--- src/rtl/iomem_arbiter_if.sv ---
// Signal bundle for iomem_arbiter: two iomem masters, the shared slave bus and the slave responses.
// Modport slave is the arbiter's side; modport master is the side of the surrounding masters and slaves.
interface iomem_arbiter_if;
  logic        m0_valid;
  logic        m0_ready;
  logic [31:0] m0_addr;
  logic [31:0] m0_wdata;
  logic [3:0]  m0_wstrb;
  logic [31:0] m0_rdata;

  logic        m1_valid;
  logic        m1_ready;
  logic [31:0] m1_addr;
  logic [31:0] m1_wdata;
  logic [3:0]  m1_wstrb;
  logic [31:0] m1_rdata;

  logic        s_valid;
  logic [31:0] s_addr;
  logic [31:0] s_wdata;
  logic [3:0]  s_wstrb;
  logic        gpio_en;
  logic        video_en;
  logic        gpio_ready;
  logic [31:0] gpio_rdata;
  logic        video_ready;
  logic        bus_err;

  modport slave (
    input  m0_valid, m0_addr, m0_wdata, m0_wstrb,
    output m0_ready, m0_rdata,
    input  m1_valid, m1_addr, m1_wdata, m1_wstrb,
    output m1_ready, m1_rdata,
    output s_valid, s_addr, s_wdata, s_wstrb, gpio_en, video_en,
    input  gpio_ready, gpio_rdata, video_ready,
    output bus_err
  );

  modport master (
    output m0_valid, m0_addr, m0_wdata, m0_wstrb,
    input  m0_ready, m0_rdata,
    output m1_valid, m1_addr, m1_wdata, m1_wstrb,
    input  m1_ready, m1_rdata,
    input  s_valid, s_addr, s_wdata, s_wstrb, gpio_en, video_en,
    output gpio_ready, gpio_rdata, video_ready,
    input  bus_err
  );
endinterface

--- src/rtl/iomem_arbiter.sv ---
// Round-robin arbiter of two iomem masters onto a shared gpio/video slave bus.
// Optional slave-response timeout enabled by defining IOMEM_ARB_TIMEOUT_EN.
module iomem_arbiter #(
  parameter int unsigned TIMEOUT = 255
) (
  input logic            clk,
  input logic            reset,
  iomem_arbiter_if.slave bus
);
  typedef enum logic [1:0] {
    IDLE  = 2'd0,
    ISSUE = 2'd1,
    RESP  = 2'd2
  } state_t;

  localparam logic [31:0] ERR_DATA = 32'hDEAD_BEEF;

  state_t      state;
  logic        last_grant;  // also the current grant while ISSUE/RESP
  logic        pick;
  logic [31:0] req_addr;
  logic [31:0] req_wdata;
  logic [3:0]  req_wstrb;
  logic        slave_ready;
  logic        dec_err;
  logic        timeout_hit;
  logic        done;
  logic [31:0] resp_data;

  if (TIMEOUT < 2 || TIMEOUT > 65535) begin : g_timeout_range
    $error("iomem_arbiter: TIMEOUT must be in 2..65535");
  end

  always_comb begin
    pick = 1'b0;
    if (bus.m0_valid && bus.m1_valid) pick = ~last_grant;
    else if (bus.m1_valid)            pick = 1'b1;

    req_addr  = pick ? bus.m1_addr  : bus.m0_addr;
    req_wdata = pick ? bus.m1_wdata : bus.m0_wdata;
    req_wstrb = pick ? bus.m1_wstrb : bus.m0_wstrb;

    // Enables are only set in ISSUE, so they double as the registered decode result.
    slave_ready = (bus.gpio_en & bus.gpio_ready) | (bus.video_en & bus.video_ready);
    dec_err     = ~bus.gpio_en & ~bus.video_en;
    done        = slave_ready | dec_err | timeout_hit;

    if (!slave_ready)     resp_data = ERR_DATA;
    else if (bus.gpio_en) resp_data = bus.gpio_rdata;
    else                  resp_data = '0;
  end

`ifdef IOMEM_ARB_TIMEOUT_EN
  localparam logic [15:0] TIMEOUT_LAST = 16'(TIMEOUT - 1);
  logic [15:0] tcnt;

  always_ff @(posedge clk or posedge reset) begin
    if (reset)                       tcnt <= '0;
    else if (state == ISSUE && !done) tcnt <= tcnt + 16'd1;
    else                             tcnt <= '0;
  end

  assign timeout_hit = (state == ISSUE) && (tcnt == TIMEOUT_LAST);
`else
  assign timeout_hit = 1'b0;
`endif

  always_ff @(posedge clk or posedge reset) begin
    if (reset) begin
      state        <= IDLE;
      last_grant   <= 1'b1;
      bus.s_valid  <= 1'b0;
      bus.s_addr   <= '0;
      bus.s_wdata  <= '0;
      bus.s_wstrb  <= '0;
      bus.gpio_en  <= 1'b0;
      bus.video_en <= 1'b0;
      bus.m0_ready <= 1'b0;
      bus.m1_ready <= 1'b0;
      bus.m0_rdata <= '0;
      bus.m1_rdata <= '0;
      bus.bus_err  <= 1'b0;
    end else begin
      case (state)
        IDLE: begin
          if (bus.m0_valid || bus.m1_valid) begin
            last_grant   <= pick;
            bus.s_addr   <= req_addr;
            bus.s_wdata  <= req_wdata;
            bus.s_wstrb  <= req_wstrb;
            bus.s_valid  <= 1'b1;
            bus.gpio_en  <= (req_addr[31:24] == 8'h03);
            bus.video_en <= (req_addr[31:24] == 8'h05);
            state        <= ISSUE;
          end
        end
        ISSUE: begin
          if (done) begin
            bus.s_valid  <= 1'b0;
            bus.gpio_en  <= 1'b0;
            bus.video_en <= 1'b0;
            if (!slave_ready) bus.bus_err <= 1'b1;
            if (last_grant) begin
              bus.m1_ready <= 1'b1;
              bus.m1_rdata <= resp_data;
            end else begin
              bus.m0_ready <= 1'b1;
              bus.m0_rdata <= resp_data;
            end
            state <= RESP;
          end
        end
        RESP: begin
          bus.m0_ready <= 1'b0;
          bus.m1_ready <= 1'b0;
          state        <= IDLE;
        end
        default: state <= IDLE;
      endcase
    end
  end
endmodule

--- src/flat_wrapper.sv ---
// flat-port wrapper written by rule: the top's interface ports become plain ports
module iomem_arbiter_flat 
#(
  parameter int unsigned TIMEOUT = 255
)
  (clk, reset, bus_m0_valid, bus_m0_addr, bus_m0_wdata, bus_m0_wstrb, bus_m0_ready, bus_m0_rdata, bus_m1_valid, bus_m1_addr, bus_m1_wdata, bus_m1_wstrb, bus_m1_ready, bus_m1_rdata, bus_s_valid, bus_s_addr, bus_s_wdata, bus_s_wstrb, bus_gpio_en, bus_video_en, bus_gpio_ready, bus_gpio_rdata, bus_video_ready, bus_bus_err);
  iomem_arbiter_if bus_i ();
  input logic clk;
  input logic reset;
  input wire logic [$bits(bus_i.m0_valid)-1:0] bus_m0_valid;
  input wire logic [$bits(bus_i.m0_addr)-1:0] bus_m0_addr;
  input wire logic [$bits(bus_i.m0_wdata)-1:0] bus_m0_wdata;
  input wire logic [$bits(bus_i.m0_wstrb)-1:0] bus_m0_wstrb;
  output wire logic [$bits(bus_i.m0_ready)-1:0] bus_m0_ready;
  output wire logic [$bits(bus_i.m0_rdata)-1:0] bus_m0_rdata;
  input wire logic [$bits(bus_i.m1_valid)-1:0] bus_m1_valid;
  input wire logic [$bits(bus_i.m1_addr)-1:0] bus_m1_addr;
  input wire logic [$bits(bus_i.m1_wdata)-1:0] bus_m1_wdata;
  input wire logic [$bits(bus_i.m1_wstrb)-1:0] bus_m1_wstrb;
  output wire logic [$bits(bus_i.m1_ready)-1:0] bus_m1_ready;
  output wire logic [$bits(bus_i.m1_rdata)-1:0] bus_m1_rdata;
  output wire logic [$bits(bus_i.s_valid)-1:0] bus_s_valid;
  output wire logic [$bits(bus_i.s_addr)-1:0] bus_s_addr;
  output wire logic [$bits(bus_i.s_wdata)-1:0] bus_s_wdata;
  output wire logic [$bits(bus_i.s_wstrb)-1:0] bus_s_wstrb;
  output wire logic [$bits(bus_i.gpio_en)-1:0] bus_gpio_en;
  output wire logic [$bits(bus_i.video_en)-1:0] bus_video_en;
  input wire logic [$bits(bus_i.gpio_ready)-1:0] bus_gpio_ready;
  input wire logic [$bits(bus_i.gpio_rdata)-1:0] bus_gpio_rdata;
  input wire logic [$bits(bus_i.video_ready)-1:0] bus_video_ready;
  output wire logic [$bits(bus_i.bus_err)-1:0] bus_bus_err;
  assign bus_i.m0_valid = bus_m0_valid;
  assign bus_i.m0_addr = bus_m0_addr;
  assign bus_i.m0_wdata = bus_m0_wdata;
  assign bus_i.m0_wstrb = bus_m0_wstrb;
  assign bus_m0_ready = bus_i.m0_ready;
  assign bus_m0_rdata = bus_i.m0_rdata;
  assign bus_i.m1_valid = bus_m1_valid;
  assign bus_i.m1_addr = bus_m1_addr;
  assign bus_i.m1_wdata = bus_m1_wdata;
  assign bus_i.m1_wstrb = bus_m1_wstrb;
  assign bus_m1_ready = bus_i.m1_ready;
  assign bus_m1_rdata = bus_i.m1_rdata;
  assign bus_s_valid = bus_i.s_valid;
  assign bus_s_addr = bus_i.s_addr;
  assign bus_s_wdata = bus_i.s_wdata;
  assign bus_s_wstrb = bus_i.s_wstrb;
  assign bus_gpio_en = bus_i.gpio_en;
  assign bus_video_en = bus_i.video_en;
  assign bus_i.gpio_ready = bus_gpio_ready;
  assign bus_i.gpio_rdata = bus_gpio_rdata;
  assign bus_i.video_ready = bus_video_ready;
  assign bus_bus_err = bus_i.bus_err;
  iomem_arbiter #(.TIMEOUT(TIMEOUT)) u_core (.clk(clk), .reset(reset), .bus(bus_i));
endmodule
--- config.mk ---
export PLATFORM = sky130hd
export DESIGN_NAME = iomem_arbiter_flat
export DESIGN_NICKNAME = d
export VERILOG_FILES = /design/src/rtl/iomem_arbiter_if.sv /design/src/rtl/iomem_arbiter.sv /design/src/flat_wrapper.sv
export SDC_FILE = /design/constraint.sdc
export NUM_CORES = 1
export LEC_CHECK = 0
export ABC_AREA = 1
export BUFFER_PORTS_ARGS = -buffer_cell sky130_fd_sc_hd__buf_2
export CAP_MARGIN = 0
export CORE_ASPECT_RATIO = 1.2
export CORE_MARGIN = 4
export CORE_UTILIZATION = 42
export CTS_CLUSTER_SIZE = 20
export DETAILED_ROUTE_END_ITERATION = 6
export PLACE_DENSITY = 0.78
export SLEW_MARGIN = 15
export SYNTH_ARGS = -nofsm -noshare
export SYNTH_HDL_FRONTEND = slang
export SYNTH_SLANG_ARGS = --single-unit
export TNS_END_PERCENT = 10
--- constraint.sdc ---
create_clock -name clk -period 4.12 [get_ports clk]
set_clock_uncertainty 0.1 [all_clocks]
set_input_delay 0.412 -clock clk [delete_from_list [all_inputs] [get_ports clk]]
set_output_delay 0.412 -clock clk [all_outputs]
set_load 0.1 [all_outputs]
## Yosys cells after proc, flatten, opt, wreduce, memory -nomap -nowiden

Cells that the tools add are included.

| word-level totals | value |
|---|---|
| input bits | 174 |
| register bits | 141 |

| operators by class | value |
|---|---|
| multiplexer cells | 23 |
| reduce and logical (&&, ||, !) cells | 13 |
| bitwise operators | 9 |
| equal/unequal tests | 8 |

Operator list:

| operator | count |
|---|---|
| 2-to-1 mux 32 bit | 4 |
| AND reduction 3 bit | 6 |
| 2-to-1 mux 1 bit | 10 |
| one-hot mux 1 bit (2 select lines) | 5 |
| equality test 8 x 2 -> 1 bit (second input constant) | 1 |
| equality test 8 x 3 -> 1 bit (second input constant) | 1 |
| inequality test 2 x 1 -> 1 bit (second input constant) | 3 |
| 2-to-1 mux 2 bit | 2 |
| 2-to-1 mux 4 bit | 1 |
| NOT 1 bit | 4 |
| one-hot mux 2 bit (2 select lines) | 1 |
| AND reduction 2 bit | 2 |
| nonzero test 2 bit | 2 |
| bitwise AND 1 bit | 3 |
| equality test 2 x 1 -> 1 bit (second input constant) | 1 |
| equality test 2 bit (second input constant) | 1 |
| zero test 2 bit | 1 |
| inequality test 2 bit (second input constant) | 1 |
| bitwise OR 1 bit | 2 |
| logical AND 1 bit | 1 |
| logical OR 1 bit | 1 |

## Longest topological paths before layout

| logic depth | value |
|---|---|
| word-level depth | 6 |
| depth in mapped cells | 10 |
| gate-level depth less buffers | 9 |

## Least setup slack after synthesis

Ideal clock, no wire load.

| path | value |
|---|---|
| path type | register -> register |
| from | register u_core.bus.gpio_en |
| to | register u_core.bus.m0_rdata[0] |
| path slack | 2014 ps |
| buffers on the path | 2 |
| clock period less this slack | 2106 ps |
| data arrival time | 1884 ps |
| stages on the path, launching flop included | 10 |
| cell sequence | dfrtp_1 > buf_6 > or2_4 > nand3_4 > nand2_8 > nor2_8 > inv_4 > buf_6 > nand2_1 > nand2_1 |

| between the ends | value |
|---|---|
| word-level cells in the longest chain between the ends | 4 |
| elaborated cells on any way between the ends | 8 |

Ends and longest elaborated chain:

| element | line | RTL |
|---|---|---|
| from (decl) | iomem_arbiter_if.sv:34 | `output s_valid, s_addr, s_wdata, s_wstrb, gpio_en, video_en,` |
| from (signal assigned) | iomem_arbiter.sv:92 | `bus.gpio_en <= (req_addr[31:24] == 8'h03);` |
| bitwise AND 1 bit / NOT 1 bit (equally long branches) | iomem_arbiter.sv:44, iomem_arbiter.sv:45 |  |
| bitwise OR 1 bit / bitwise AND 1 bit (equally long branches) | iomem_arbiter.sv:44, iomem_arbiter.sv:45 |  |
| bitwise OR 1 bit | iomem_arbiter.sv:46 | `done = slave_ready \| dec_err \| timeout_hit;` |
| AND reduction 3 bit (no source line) | -- |  |
| to (signal assigned) | iomem_arbiter.sv:108 | `bus.m0_rdata <= resp_data;` |
| to (decl) | iomem_arbiter_if.sv:31 | `output m0_ready, m0_rdata,` |

Several ways; a longest one is shown, not always the timed one.
A chain may end at the register's enable or synchronous reset.

## Worst setup path in the final report

| path | value |
|---|---|
| from | register u_core.last_grant |
| to | register u_core.bus.gpio_en |

| between the ends | value |
|---|---|
| word-level cells in the longest chain between the ends | 6 |

Ends and longest elaborated chain:

| element | line | RTL |
|---|---|---|
| from (decl) | iomem_arbiter.sv:19 | `logic last_grant;` |
| from (signal assigned) | iomem_arbiter.sv:87 | `last_grant <= pick;` |
| NOT 1 bit (no source line) | -- |  |
| 2-to-1 mux 1 bit | iomem_arbiter.sv:36 | `if (bus.m0_valid && bus.m1_valid) pick = ~last_grant;` |
| 2-to-1 mux 32 bit | iomem_arbiter.sv:39 | `req_addr = pick ? bus.m1_addr : bus.m0_addr;` |
| equality test 8 x 2 -> 1 bit | iomem_arbiter.sv:92 |  |
| 2-to-1 mux 1 bit | iomem_arbiter.sv:86 | `if (bus.m0_valid \|\| bus.m1_valid) begin` |
| one-hot mux 1 bit (2 select lines) | iomem_arbiter.sv:84 | `case (state)` |

Every way passes these cells. The select of a mux whose other input is x is not followed.

==> flow_summary.json <==
{
  "async_reset_ff_share_pct": 100,
  "holdPathStages": 3,
  "via_per_inst": 4.84,
  "num_io_pins": 312,
  "die-area_um2": 17300,
  "cts_tree": "built",
  "tns_ns": 0,
  "min_path_type": "in2reg",
  "rr_worst_depth": 8,
  "ys_ff_latch": 141,
  "slew_headroom_pct": 37.4,
  "cp_num_buf_inv": 1,
  "cts.path.max_buffers": 2,
  "rsz0062_at_grt": "false",
  "yosysSeqAreaShare_pct": 55.2,
  "routedWlPerCell_um": 15.4,
  "grt_pass1_wl_um": 31500,
  "synth_fp_nets": 953,
  "grt_max_degree": 85,
  "dp_hpwl_um": 14400,
  "yosys_warnings": 0,
  "vias": 6225,
  "first_global_vias": 6192,
  "synth_top_area_share_pct": 54.8,
  "final_area_um2": 8490,
  "finalHoldViolations": 0,
  "endpoint": "u_core.bus.gpio_en",
  "initial_utilization_pct": 42.8,
  "port_buffers": 311,
  "run_status": "finished, final reports clean",
  "synthesis.area_um2": 6400,
  "cts_sinks": 141,
  "ctsResizeCount": 0,
  "layout-drive-gt1-share_pct": 33.7,
  "syn2layout_area_growth_pct": 32.8,
  "critPathSlowestCell": "dfstp_2",
  "antennaDiodeCount": 0,
  "cpMostUsedCell": "nand2_1",
  "synth.largest_area_cell": "dfrtp_1",
  "wirelength_um": 19800,
  "fillCellCount": 1466,
  "fin_cells": 1287,
  "clk_latency_ns": 0.41,
  "rows": 49,
  "crit_required_ns": 4.37,
  "cts_root_buf": "clkbuf_16",
  "period_needed_ns": 2.62,
  "drt_iter0_markers": 487,
  "slew_viol_final": 0,
  "worstSetupPathType": "reg2reg",
  "drc": 0,
  "overflow": 0,
  "worstHoldStart": "bus_m1_wdata[20]",
  "ys.flop_type": "dfrtp_1",
  "synthTopCellsByArea": "dfrtp_1 55%, nand2_1 20%, o21ai_0 5.4%, o21ai_1 5.0%, nor2_1 4.3%",
  "cp_top_family": "simple AND/OR/NAND/NOR gates",
  "antenna_found_initial": 0,
  "endpoint_kind": "register",
  "synth_area_per_cell_um2": 8.21,
  "timing.rr.start": "u_core.last_grant",
  "holdWs_ns": 0.148,
  "fin_nets": 1244,
  "crit_start": "u_core.last_grant",
  "core_um2": 15000,
  "rr_endpoint": "u_core.bus.gpio_en",
  "firstDrtPassIters": 5,
  "worstSetupPathDepth": 8,
  "die_x_um": 121,
  "clk_pin_slew_ns": 0.06,
  "synth.distinct_cells": 26,
  "max_freq_ghz": 0.382,
  "die_y_um": 143,
  "cts_buffers": 17,
  "dp.cells": 1254,
  "rrSetupSlack_ns": 1.50,
  "synth_cells": 779,
  "grt.total_usage_pct": 23.2,
  "crit_chain": "nand2_4 -> nand2_2 -> inv_2 -> nand2_1 -> nand3_1 -> nor2_1 -> nand2_1 -> nand2_1",
  "routabilityCongestion": 0.863,
  "period_share_pct": 63.5,
  "max_stage_delay_ns": 0.62,
  "cp_max_fo": 64,
  "final_cell_mix": "340 x nand2_1, 311 x buf_2, 140 x dfrtp_1",
  "max_cap_viol_count": 0,
  "cts_hold_buffers": 1,
  "postPlaceCellArea_um2": 7910,
  "worst_pin_slew_ns": 0.938,
  "setup_viol_count_final": 0,
  "start_kind": "register",
  "synth_edf_count": 0,
  "layout_commonest_cell": "nand2_1",
  "cts_setup_buffers": 0,
  "critPathArrivalTime_ns": 2.86,
  "drtAntennaViolNets": 0,
  "h-tree-depth": 4
}
## logic make-up (layout without fill, tap and decap cells)
kind of cell | count (synthesis) | in the layout | share of synthesized area (%)
and+or+nand+nor | 431 | 431 | 27.0
DFF | 141 | 141 | 55.2
buffers and inverters | 71 | 375 | 7.12
AOI/OAI and AO/OA | 136 | 136 | 10.7
## cell usage after synthesis, types with 2 or more instances
cell,instances
o21ai_0,69
nor2_8,2
nor2_1,73
inv_2,2
nand3_1,7
dfrtp_1,140
clkbuf_1,13
nand2_1,340
buf_2,11
inv_1,21
buf_6,20
nand2_2,3
o21ai_1,64
inv_4,2
## worst min-delay path, stage by stage
cell and delay, ns:
buf_2 0.07, nor2_1 0.03, o21ai_1 0.11
## registers in the layout, summed over array words and instances, names as in the netlist
signal               count
u_core.bus.m1_rdata     32
u_core.state             2
u_core.bus.m1_ready      1
u_core.bus.s_addr       32
u_core.bus.s_wstrb       4
u_core.bus.gpio_en       1
u_core.last_grant        1
u_core.bus.s_wdata      32
u_core.bus.s_valid       1
u_core.bus.bus_err       1
u_core.bus.m0_ready      1
u_core.bus.video_en      1
u_core.bus.m0_rdata     32
## per-layer routing
metal / wire, µm / global-route usage [%] / vias up / share of wire (%)
met5: 0 / 0 / - / 0
met4: 541 / 9.07 / 0 / 2.7
met3: 1630 / 6.26 / 38 / 8.2
met2: 10200 / 40.3 / 294 / 51
met1: 7480 / 27.5 / 2870 / 38
li1: - / - / 3023 / -
## stage by stage
stage | utilization (%) | setup WS (ns)
floorplan | - | 1.85
global placement | 52.9 | 1.55
detailed placement | 52.9 | 1.52
CTS | 56.8 | 1.51
global route | 56.8 | 1.30
finish | 56.8 | 1.50
## worst min-delay path by stage
stage,endpoint
after floorplan,u_core.bus.m0_ready
after detailed placement,u_core.bus.m0_rdata[23]
after global routing,u_core.bus.s_wdata[28]
final,u_core.bus.s_wdata[20]
after CTS,u_core.bus.s_wdata[28]
after global placement,u_core.bus.m1_rdata[15]
## cell type report
cell class / instances / area [µm²] / area share (%)
flip-flops and latches: 141 / 3530 / 41.6
multi-input cells: 567 / 2410 / 28.4
repair buffers: 318 / 1620 / 19.1
clock buffers: 19 / 453 / 5.33
well taps: 204 / 255 / 3.00
clock inverters: 13 / 118 / 1.38
inverters: 25 / 103 / 1.21
Power is not shown: default switching activity piles up to over one toggle a cycle in this logic, so the estimate is an artifact.
